--- src/rtl/instr_fetch.sv ---
// Fetch stage: program counter and run sequencer (IDLE/LOAD/RUN/DONE)
// feeding the instruction ROM address and consuming decoder BranchEn/Ack.
// Optional feature macro: FETCH_CYCLE_COUNT_EN adds a saturating 16-bit
// RUN-cycle counter on cycle_count_o.
module instr_fetch #(
  parameter int unsigned PC_W       = 10,
  parameter int unsigned START_ADDR = 0
) (
  input  logic            clk_i,
  input  logic            rst_ni,
  input  logic            start_i,
  input  logic            stall_i,
  input  logic            branch_en_i,
  input  logic [PC_W-1:0] branch_target_i,
  input  logic            ack_i,
  output logic [PC_W-1:0] prog_ctr_o,
  output logic            running_o,
  output logic            done_o
`ifdef FETCH_CYCLE_COUNT_EN
  ,
  output logic [15:0]     cycle_count_o
`endif
);

  localparam int unsigned CNT_W = 16;
  localparam logic [PC_W-1:0] START_PC = PC_W'(START_ADDR);

  typedef enum logic [1:0] {
    S_IDLE = 2'd0,
    S_LOAD = 2'd1,
    S_RUN  = 2'd2,
    S_DONE = 2'd3
  } state_e;

  state_e          state_q, state_d;
  logic [PC_W-1:0] pc_q, pc_d;
  logic            running_q, running_d;
  logic            done_q, done_d;

  // State, PC and status flag registers
  always_ff @(posedge clk_i or negedge rst_ni) begin
    if (!rst_ni) begin
      state_q   <= S_IDLE;
      pc_q      <= START_PC;
      running_q <= 1'b0;
      done_q    <= 1'b0;
    end else begin
      state_q   <= state_d;
      pc_q      <= pc_d;
      running_q <= running_d;
      done_q    <= done_d;
    end
  end

  // Next-state / next-PC; status flags follow the next state so they are registered
  always_comb begin
    state_d = state_q;
    pc_d    = pc_q;
    unique case (state_q)
      S_IDLE: begin
        if (start_i) begin
          state_d = S_LOAD;
          pc_d    = START_PC;
        end
      end
      S_LOAD: begin
        pc_d = START_PC;
        if (!start_i) state_d = S_RUN;
      end
      S_RUN: begin
        if (start_i) begin
          state_d = S_LOAD;
          pc_d    = START_PC;
        end else if (stall_i) begin
          state_d = S_RUN;
        end else if (ack_i) begin
          // halt: PC stays parked on the halt instruction
          state_d = S_DONE;
        end else if (branch_en_i) begin
          pc_d = branch_target_i;
        end else begin
          pc_d = pc_q + PC_W'(1);
        end
      end
      S_DONE: begin
        if (start_i) begin
          state_d = S_LOAD;
          pc_d    = START_PC;
        end
      end
      default: begin
        state_d = S_IDLE;
        pc_d    = START_PC;
      end
    endcase
    running_d = (state_d == S_RUN);
    done_d    = (state_d == S_DONE);
  end

  assign prog_ctr_o = pc_q;
  assign running_o  = running_q;
  assign done_o     = done_q;

`ifdef FETCH_CYCLE_COUNT_EN
  logic [CNT_W-1:0] cnt_q, cnt_d;

  // Cycle counter register
  always_ff @(posedge clk_i or negedge rst_ni) begin
    if (!rst_ni) cnt_q <= '0;
    else         cnt_q <= cnt_d;
  end

  // Clear in LOAD, count every RUN cycle (stalls included), saturate, hold elsewhere
  always_comb begin
    cnt_d = cnt_q;
    if (state_q == S_LOAD) begin
      cnt_d = '0;
    end else if ((state_q == S_RUN) && (cnt_q != {CNT_W{1'b1}})) begin
      cnt_d = cnt_q + CNT_W'(1);
    end
  end

  assign cycle_count_o = cnt_q;
`endif

endmodule

--- config.mk ---
export PLATFORM = sky130hd
export DESIGN_NAME = instr_fetch
export DESIGN_NICKNAME = d
export VERILOG_FILES = /design/src/rtl/instr_fetch.sv
export SDC_FILE = /design/constraint.sdc
export NUM_CORES = 1
export LEC_CHECK = 0
export CAP_MARGIN = 25
export CORE_MARGIN = 2
export CORE_UTILIZATION = 49
export CTS_CLUSTER_SIZE = 8
export DETAILED_ROUTE_END_ITERATION = 6
export PLACE_DENSITY = 0.83
export SLEW_MARGIN = 20
export SYNTH_ARGS = -nofsm -noshare
export SYNTH_HDL_FRONTEND = slang
export SYNTH_SLANG_ARGS = --single-unit
--- constraint.sdc ---
create_clock -name clk_i -period 5.2 [get_ports clk_i]
set_input_delay 0.52 -clock clk_i [delete_from_list [all_inputs] [get_ports clk_i]]
set_output_delay 0.52 -clock clk_i [all_outputs]
set_load 0.01 [all_outputs]
## After elaboration in Yosys (flattened, before gate mapping)

Cells that the tools add are included.

- Logic and storage cells: 28
- Bits of input ports: 16
- Register bits: 14
- Output and inout bits: 12

- Reduce and logical (&&, ||, !) cells: 3
- Add/subtract/negate cells: 1
- Multiplexer cells: 12
- Equality and inequality tests: 8

Operator list:

| cell | count |
|---|---|
| two-way mux 10 bit | 5 |
| case mux 10 bit (3 select lines) | 1 |
| adder 10 x 1 -> 10 bit (second input constant) | 1 |
| two-way mux 2 bit | 5 |
| == test 2 bit (second input constant) | 4 |
| != test 3 bit (second input constant) | 2 |
| case mux 2 bit (3 select lines) | 1 |
| AND reduction 3 bit | 1 |
| == test 2 x 1 -> 1 bit (second input constant) | 1 |
| logical NOT 2 bit | 1 |
| != test 2 x 1 -> 1 bit (second input constant) | 1 |
| OR reduction 2 bit | 1 |

## Depth between registers and ports, before layout

Gate-level depths: netlist of the first run.

- Depth after elaboration: 6
- Depth in mapped cells: 6
- Depth with buffers taken out: 6

## Worst setup path before layout of the first run

OpenSTA, ideal clock, no wires.

- Path kind: reg2reg
- Start: register state_q[0]
- End: register pc_q[9] (netlist: prog_ctr_o[9])
- Required time: 5.105 ns
- Data arrival time: 1.561 ns
- Period minus slack after synthesis: 1.657 ns
- Slack: 3.543 ns
- Stages on the path, launching flop included: 7
- Buffers on the path: 1
- Library setup time: 0.095 ns
- Cell sequence: dfrtp_1 > inv_1 > ha_1 > nor4_4 > nand2_2 > buf_6 > o32ai_2

- Word-level cells in the longest chain between the ends: 4
- Elaborated cells on any way between the ends: 10
- Those cells by class: eq/ne (6); mux (1); reduce/logical (3)

Ends and longest elaborated chain:

| item | RTL line | text |
|---|---|---|
| start, declared | 35 | `state_e state_q, state_d;` |
| start signal, assigned | 48 | `state_q <= state_d;` |
| == test 2 bit / logical NOT 2 bit (equally long branches) | 59 | `unique case (state_q)` |
| OR reduction 2 bit (no line) | n/a |  |
| != test 2 x 1 -> 1 bit (no line) | n/a |  |
| AND reduction 3 bit (no line) | n/a |  |
| end signal, assigned | 49 | `pc_q <= pc_d;` |
| end, declared | 36 | `logic [PC_W-1:0] pc_q, pc_d;` |

Several ways; a longest one is shown, not always the timed one.
A chain may end at the register's enable or synchronous reset.

## Worst setup path after layout of the first run

- Start: register state_q[0]
- End: register pc_q[8] (netlist: prog_ctr_o[8])

Same word-level chain as after synthesis.

==> results of run 1 <==
==> logic make-up after synthesis <==
group / after synthesis
AO/OA/AOI/OAI: 33
adder cells (fa/ha/maj): 3
buffers and inverters: 9
flip-flops: 14
multiplexers: 1
AND/OR/NAND/NOR: 36
==> per-stage QoR <==
stage	cell area, µm²	cells	util [%]
6_report	1220	149	70.8
5_1_grt	1220	149	70.8
4_1_cts	1220	149	70.8
3_5_place_dp	1190	145	68.7
2_1_floorplan	903	96	-
3_3_place_gp	1190	145	68.7
==> layout make-up <==
cell class / count / area, µm² / share of cell area, %
Multi-Input combinational cell: 73 / 512 / 41.9
Sequential cell: 14 / 350 / 28.7
Timing Repair Buffer: 27 / 270 / 22.1
Clock buffer: 4 / 36.3 / 2.97
Tap cell: 25 / 31.3 / 2.56
Inverter: 6 / 22.5 / 1.84
==> registers in the layout, summed over array words and instances, names as in the netlist <==
| name | flops |
|---|---|
| prog_ctr_o | 10 |
| state_q | 2 |
| done_o | 1 |
| running_o | 1 |
==> worst max-delay path: cells and delay by family (launching register included) <==
kind	cells	cell delay [ns]
AO/OA/AOI/OAI	2	0.42
flip-flops	1	0.41
buffers and inverters	1	0.06
adder cells (fa/ha/maj)	1	0.37
AND/OR/NAND/NOR	2	0.58
==> path summary, 6_finish.rpt <==
path | slack, ns | endpoint | cells past startpoint
hold reg to reg | 0.55 | prog_ctr_o[8] | 1
setup reg to reg | 3.28 | prog_ctr_o[8] | 6
setup / recovery | 3.28 | prog_ctr_o[8] | 6
max in group asynchronous | 4.18 | prog_ctr_o[0] | 1
hold / removal | 0.55 | prog_ctr_o[8] | 1
min in group asynchronous | 0.62 | prog_ctr_o[7] | 1
==> cell usage after synthesis, types with 3 or more instances <==
cell | number | area, µm²
nand2_1 | 8 | 30.0
inv_1 | 6 | 22.5
a21oi_1 | 6 | 30.0
o21ai_0 | 4 | 20.0
o21a_1 | 4 | 30.0
o2bb2ai_1 | 5 | 43.8
o31ai_1 | 6 | 45.0
ha_1 | 3 | 37.5
nor3_1 | 6 | 30.0
dfrtp_1 | 14 | 350
nor2_1 | 6 | 22.5
nand3_1 | 4 | 20.0
==> per-layer routing <==
metal / track usage (%) / part of all wire (%) / up-vias
met1: 24.0 / 44 / 387
met5: 0 / 0 / -
li1: - / - / 423
met2: 34.0 / 50 / 26
met4: 9.44 / 0.87 / 0
met3: 6.54 / 5.5 / 2
==> report_power, final <==
| part | switching (mW) | internal [mW] | leakage (nW) |
|---|---|---|---|
| Clock | 0.0369 | 0.0426 | 0.0210 |
| Sequential | 0.0122 | 0.124 | 0.191 |
| Combinational | 0.0878 | 0.0785 | 0.268 |
| Total | 0.137 | 0.245 | 0.480 |
==> key figures, run 1 <==
Run status
  – Status: complete, no violations

STA
  – WHS: 0.550 ns
  – Min Clock Period, post-route: 1.92 ns
  – Setup slack after layout: 3.28 ns
  – Total Neg Setup Slack: 0 ns
  – Slew HR: 52.1%
  – Max Slew Vio Count: 0
  – Final hold violation count: 0
  – Layout Skew: 0.00561 ns
  – Worst Tran Pin Value: 0.716 ns
  – Final worst-path cycle share: 37.0%
  – RSZ-0062 raised after global routing: false
  – Fmax: 520 MHz
  – Endpoints failing setup: 0

Synth
  – Mux cell area share after synthesis: 1.11%
  – Post-synth ARST share: 100%
  – Post-Synth Adder-Cell Area: 4.16%
  – Simple-gate share of the synthesized area: 23.5%
  – Largest family of logic cells by synthesized area: compound AO/OA/AOI/OAI gates
  – Synth Net Count: 115
  – Compound-Gate Fraction of Synth Area: 27.8%
  – Register area share after synthesis: 38.8%
  – Synth Area in XOR/XNOR: 0%
  – Ys flop type: dfrtp_1
  – Post-Syn Area: 903 µm²
  – YS warnings: 0
  – EDFF count, synth: 0
  – Yosys cell types: 33
  – Syn avg cell area: 9.41 µm²
  – Synth Register Bits: 14
  – Synth Instances: 96

Global routing
  – Total GRT Usage: 20.5%
  – Vias in the first global route: 728
  – First-pass GRT wire length: 3040 µm
  – Initial antenna violation count: 0
  – GR Overflow Total: 0
  – Largest net degree at the start of global routing: 22

Hold path
  – Worst Hold Launch: prog_ctr_o[8]
  – Hold Crit Class: reg -> reg

Routing
  – Remaining routing DRC violations: 0
  – Post-route ant nets: 0
  – Detailed Routing Iterations Pass 1: 4
  – Detailed Route WL: 2080 µm
  – Avg Vias per Cell: 5.62
  – First DRT Iteration DRCs: 20
  – Via count: 838
  – Wire length per cell: 13.9 µm

Worst setup path
  – Crit Path Max Fanout: 13
  – CP Cell Sequence: inv_1, ha_1, nor4_4, nand2_2, o31ai_1, o2bb2ai_1
  – CP Launch Type: register
  – Critical path class: reg -> reg
  – Arr. time, crit path: 2.13 ns
  – Worst path slowest cell: dfrtp_1
  – Worst path max stage delay: 0.41 ns
  – Critical Path Start: state_q[0]
  – Crit path capture type: register
  – Reg-to-reg startpoint: state_q[0]
  – Required time of the critical path: 5.41 ns

Floorplanning
  – Core box area: 1730 µm²
  – Chip Width: 46.9 µm
  – Row count: 15
  – I/O pin count: 28
  – Chip height: 46.9 µm
  – Die area: 2200 µm²
  – Starting Density: 52.3%

Cells and area
  – Fillers: 149
  – Nets: 144
  – Most frequent cells in the layout: clkdlybuf4s50_1 (27), dfrtp_1 (14), nand2_1 (8)
  – Diodes inserted: 0
  – Synth-to-Final Area Change: 35.3%
  – Fraction of layout cells with a size suffix above 1: 9.68%
  – Commonest non-fill, non-tap cell in the layout: clkdlybuf4s50_1

Power and ir drop
  – Power Density: 312 nW/µm²
  – P_leak: 0.480 nW
  – VDD IR max: 0.000249 V
  – Power consumption: 0.382 mW

Clocking
  – Clk root buf: clkbuf_4
  – Post-CTS Setup Inserts: 0
  – Bufs on Longest Clock Path: 2
  – H-tree levels: 1
  – CTS tree: yes
  – CTS Sinks: 14
  – Clock transition at path regs: 0.08 ns
  – Clk_lat worst skew: 0.28 ns
  – Post_cts resized: 0
  – Cts bufs inserted: 3
  – Hold-fix buffers, CTS: 0

Place
  – Dpl hpwl: 1560 µm
  – Global placement routability congestion: 0.802
  – Place WS: 3.00 ns
  – Port bufs: 27

Job
  – Max Cap Viol: 0
(Power assumes the default switching activity.)
==> run 2: changes to the inputs <==
CORE_UTILIZATION = 41   (was 49)
PLACE_DENSITY = 0.74   (was 0.83)
clock period = 1.7 ns   (was 5.2 ns; I/O delays follow)
==> run 2 against run 1 <==
  * The flow now finishes with violations (setup timing)
  * Clock-buffer cell count is the same
  * First-iteration DRC count grew 5.0%
  * Combinational power grew to 4.0 times the previous value
  * Via count grew 14%
  * Non-clock buffer count grew 10
  * Critical path depth shrank 1
  * Power grew to 3.5 times the previous value
  * Critical path type unchanged
  * Critical endpoint unchanged
  * Highest routed layer unchanged
==> key figures, run 2 (synthesis gave the netlist of run 1 again) <==
Run status
  – Status: finished, violations left
  – Failing checks: setup timing

Cells and area
  – Fillers: 188
  – Commonest non-fill, non-tap cell in the layout: clkdlybuf4s50_1
  – Max FFs per register: 10
  – Fraction of layout cells with a size suffix above 1: 20.0%
  – Most frequent cells in the layout: clkdlybuf4s50_1 (27), dfrtp_1 (14), buf_4 (10)
  – Synth-to-Final Area Change: 47.4%
  – Diodes inserted: 0
  – Nets: 155

Floorplanning
  – Row count: 16
  – Chip height: 50.9 µm
  – Starting Density: 44.7%
  – Core box area: 2020 µm²
  – I/O pin count: 28
  – Die area: 2590 µm²
  – Chip Width: 50.9 µm

Job
  – Max Cap Viol: 0

Global routing
  – Initial antenna violation count: 0
  – Vias in the first global route: 843
  – GR Overflow Total: 0
  – Largest net degree at the start of global routing: 9
  – Total GRT Usage: 19.6%
  – First-pass GRT wire length: 3840 µm

Place
  – Port bufs: 27
  – Place WS: -0.0185 ns
  – Dpl hpwl: 1820 µm
  – Global placement routability congestion: 0.805

Worst setup path
  – Crit path capture type: register
  – Worst path top cell family by delay: simple AND/OR/NAND/NOR gates
  – Crit Path Max Fanout: 5
  – Worst path max stage delay: 0.45 ns
  – Worst path slowest cell: dfrtp_1
  – Arr. time, crit path: 1.91 ns
  – CP Launch Type: register
  – Required time of the critical path: 1.91 ns
  – Critical path class: reg -> reg
  – Worst Path Buf+Inv: 0
  – CP Cell Sequence: ha_4, nor4_4, nand2_2, o31ai_2, o2bb2ai_1

STA
  – Final hold violation count: 0
  – Min Clock Period, post-route: 1.71 ns
  – Slew HR: 65.3%
  – Max Slew Vio Count: 0
  – Total Neg Setup Slack: -0.00837 ns
  – Layout Skew: 0.00426 ns
  – Worst Tran Pin Value: 0.520 ns
  – Endpoints failing setup: 1
  – Fmax: 585 MHz
  – Setup slack after layout: -0.00837 ns
  – WHS: 0.151 ns
  – Final worst-path cycle share: 100%
  – RSZ-0062 raised after global routing: true

Hold path
  – Hold Crit Class: in -> async

Routing
  – Detailed Route WL: 2520 µm
  – Remaining routing DRC violations: 0
  – Wire length per cell: 15.6 µm
  – Detailed Routing Iterations Pass 1: 4
  – Post-route ant nets: 0
  – Avg Vias per Cell: 5.88
  – First DRT Iteration DRCs: 21
  – Via count: 953

Power and ir drop
  – P_leak: 0.532 nW
  – Power Density: 993 nW/µm²
  – VDD IR max: 0.000704 V
  – Power consumption: 1.32 mW

Clocking
  – Clk root buf: clkbuf_4
  – Bufs on Longest Clock Path: 2
  – Clk_lat worst skew: 0.29 ns
  – CTS tree: yes
  – H-tree levels: 1
  – Clock transition at path regs: 0.09 ns
  – Hold-fix buffers, CTS: 0
  – CTS Sinks: 14
  – Cts bufs inserted: 3
==> run 2: changes by cell type in the layout (fill, tap and decap cells not counted), sizes merged <==
cell,change
nand2,+1
buf,+10
==> run 2: per-layer routing <==
metal / wire length (µm) / up-vias / part of all wire (%) / GRT usage, %
met5: 0 / - / 0 / 0
met4: 18 / 0 / 0.71 / 6.76
met1: 1070 / 464 / 42 / 23.8
li1: - / 446 / - / -
met2: 1310 / 41 / 52 / 35.1
met3: 126 / 2 / 5.0 / 2.92
==> run 2: layout make-up <==
| cell class | count | area, µm² | share of cell area, % |
|---|---|---|---|
| Inverter | 6 | 22.5 | 1.69 |
| Timing Repair Buffer | 37 | 345 | 25.9 |
| Tap cell | 27 | 33.8 | 2.54 |
| Multi-Input combinational cell | 74 | 543 | 40.8 |
| Clock buffer | 4 | 36.3 | 2.73 |
| Sequential cell | 14 | 350 | 26.3 |
==> run 2: final timing paths <==
kind	start	endpoint	slack (ns)	depth (start not counted)
max in group asynchronous	rst_ni	prog_ctr_o[3]	1.10	2
worst max-delay path	state_q[1]	prog_ctr_o[8]	-0.008	5
worst min-delay path	rst_ni	state_q[1]	0.15	1
worst min register to register	prog_ctr_o[6]	prog_ctr_o[6]	0.59	2
min in group clk_i	branch_target_i[5]	prog_ctr_o[5]	0.50	3
worst max register to register	state_q[1]	prog_ctr_o[8]	-0.008	5
==> run 2: worst reg2reg max path: stages, from the launching register on <==
cell and delay [ns]:
dfrtp_1 0.45, ha_4 0.26, nor4_4 0.35, nand2_2 0.17
o31ai_2 0.25, o2bb2ai_1 0.15
==> run 2: power breakdown <==
part / total, mW / internal (mW) / switching [mW]
Clock: 0.249 / 0.130 / 0.118
Sequential: 0.417 / 0.378 / 0.0392
Combinational: 0.656 / 0.338 / 0.318
==> run 2: metrics by stage <==
stage | instance area (µm²) | instances | utilization, %
after floorplan | 903 | 96 | -
after global placement | 1260 | 156 | 62.1
after detailed placement | 1260 | 156 | 62.1
after CTS | 1300 | 162 | 64.5
after global routing | 1330 | 162 | 65.8
final | 1330 | 162 | 65.8
==> run 2: repair_timing <==
action	CTS	global route
cloned	1	0
pin swaps	1	5
endpoints found under the setup margin	4	8
resized for setup	0	6
setup buffers	1	0
==> run 3: changes to the inputs <==
CTS_BUF_LIST = sky130_fd_sc_hd__clkbuf_16   (was unset)
==> run 3 against run 2 <==
  * The run now ends clean
  * Hold slack better by 0.059 ns
  * Non-clock buffer count is 1 higher
  * Largest cell class unchanged
  * Highest routed layer unchanged
  * Wire length is 2.9% higher
  * Via count is 0.84% lower
  * Clock power is 82% higher
  * Combinational power is 4.9% higher
  * Worst setup slack better by 0.029 ns
  * Utilization is 3.2 points higher
  * Clock-buffer cell count is 1 lower
==> key figures, run 3 (synthesis gave the netlist of run 1 again) <==
Global routing
  – GR Overflow Total: 0
  – Largest net degree at the start of global routing: 9
  – Total GRT Usage: 19.9%
  – First-pass GRT wire length: 3880 µm
  – Vias in the first global route: 863
  – Initial antenna violation count: 0

Floorplanning
  – Core box area: 2020 µm²
  – Row count: 16
  – Starting Density: 44.7%
  – Chip Width: 50.9 µm
  – Chip height: 50.9 µm
  – I/O pin count: 28
  – Die area: 2590 µm²

STA
  – Final hold violation count: 0
  – Worst Tran Pin Value: 0.372 ns
  – Endpoints failing setup: 0
  – Min Clock Period, post-route: 1.68 ns
  – Max Slew Vio Count: 0
  – Final worst-path cycle share: 98.8%
  – Total Neg Setup Slack: 0 ns
  – WHS: 0.210 ns
  – Layout Skew: 0.00115 ns
  – Slew HR: 75.1%
  – Fmax: 595 MHz
  – Setup slack after layout: 0.0202 ns
  – RSZ-0062 raised after global routing: true

Cells and area
  – Synth-to-Final Area Change: 54.6%
  – Final Cell Area: 1400 µm²
  – Diodes inserted: 0
  – Commonest non-fill, non-tap cell in the layout: clkdlybuf4s50_1
  – Most frequent cells in the layout: clkdlybuf4s50_1 (27), dfrtp_1 (14), buf_4 (11)
  – Fin cells: 163
  – Max FFs per register: 10
  – Fraction of layout cells with a size suffix above 1: 21.3%
  – Nets: 156

Routing
  – Remaining routing DRC violations: 0
  – First DRT Iteration DRCs: 28
  – Detailed Routing Iterations Pass 1: 4
  – Avg Vias per Cell: 5.80
  – Post-route ant nets: 0
  – Wire length per cell: 15.9 µm
  – Detailed Route WL: 2600 µm
  – Via count: 945

Clocking
  – Clock transition at path regs: 0.05 ns
  – Bufs on Longest Clock Path: 2
  – Clk root buf: clkbuf_16
  – H-tree levels: 1
  – CTS tree: yes
  – Cts bufs inserted: 3
  – CTS Sinks: 14
  – Clk_lat worst skew: 0.24 ns
  – Hold-fix buffers, CTS: 0

Place
  – Place WS: -0.0185 ns
  – Global placement routability congestion: 0.805
  – Cell Area, Placed: 1260 µm²
  – Port bufs: 27
  – Dpl cells: 156
  – Dpl hpwl: 1820 µm

Job
  – Max Cap Viol: 0

Worst setup path
  – Worst path max stage delay: 0.43 ns
  – Worst path slowest cell: dfrtp_1
  – Arr. time, crit path: 1.84 ns
  – Crit Path Max Fanout: 5
  – CP Cell Sequence: ha_4, nor4_4, nand2_2, o31ai_2, o2bb2ai_1
  – CP Launch Type: register
  – Critical path class: reg -> reg
  – Required time of the critical path: 1.86 ns
  – Crit path capture type: register

Power and ir drop
  – P_leak: 0.556 nW
  – Power Density: 1110 nW/µm²
  – VDD IR max: 0.000846 V

Hold path
  – Hold Crit Class: in -> async

Run status
  – Status: complete, no violations
-- run 3: cell types whose count changed in the layout (fill, tap and decap cells not counted), sizes merged --
| cell | previous run | this run |
|---|---|---|
| clkbuf | 4 | 3 |
| buf | 10 | 11 |
| clkinv | 0 | 1 |
-- run 3: area by class of cell --
cell class / instances / area (µm²)
Clock buffer: 3 / 75.1
Clock inverter: 1 / 3.75
Fill cell: 172 / 626
Inverter: 6 / 22.5
Multi-Input combinational cell: 74 / 558
Sequential cell: 14 / 350
Tap cell: 27 / 33.8
Timing Repair Buffer: 38 / 353
-- run 3: critical path: cells and delay by family, from the launching register on --
family	cells	cell delay, ns
DFF	1	0.43
and+or+nand+nor	2	0.53
AOI/OAI and AO/OA	2	0.37
adders and majority gates	1	0.26
-- run 3: power by group --
group | switching, mW | internal [mW]
sequential | 0.0383 | 0.379
clock | 0.140 | 0.311
combinational | 0.334 | 0.354
-- run 3: path summary, 6_finish.rpt --
kind	startpoint	endpoint	slack, ns	cells after the start
worst min-delay path	rst_ni	state_q[1]	0.21	1
min in group clk_i	branch_target_i[5]	prog_ctr_o[5]	0.58	3
worst max register to register	state_q[1]	prog_ctr_o[8]	0.02	5
max in group asynchronous	rst_ni	prog_ctr_o[4]	1.03	2
worst min register to register	prog_ctr_o[8]	prog_ctr_o[8]	0.58	1
worst max-delay path	state_q[1]	prog_ctr_o[8]	0.02	5
-- run 3: metal layers --
layer | vias up | part of all wire (%) | global-route usage (%)
li1 | 445 | - | -
met1 | 446 | 41 | 23.4
met2 | 47 | 52 | 36.6
met3 | 7 | 5.4 | 2.92
met4 | 0 | 1.4 | 6.76
met5 | - | 0 | 0
-- run 3: timing repair --
| item | CTS | global route |
|---|---|---|
| resized for setup | 0 | 10 |
| setup buffers | 1 | 1 |
| cloned | 1 | 0 |
| pin swaps | 1 | 7 |
| endpoints found under the hold margin | 0 | 0 |
| endpoints found under the setup margin | 4 | 5 |
-- run 3: per-stage QoR --
| step | total power [mW] | utilization (%) |
|---|---|---|
| detailed placement | 0.994 | 62.1 |
| global placement | 0.971 | 62.1 |
| floorplan | 0.773 | - |
| global route | 1.64 | 69.1 |
| CTS | 1.45 | 66.6 |
| finish | 1.56 | 69.1 |
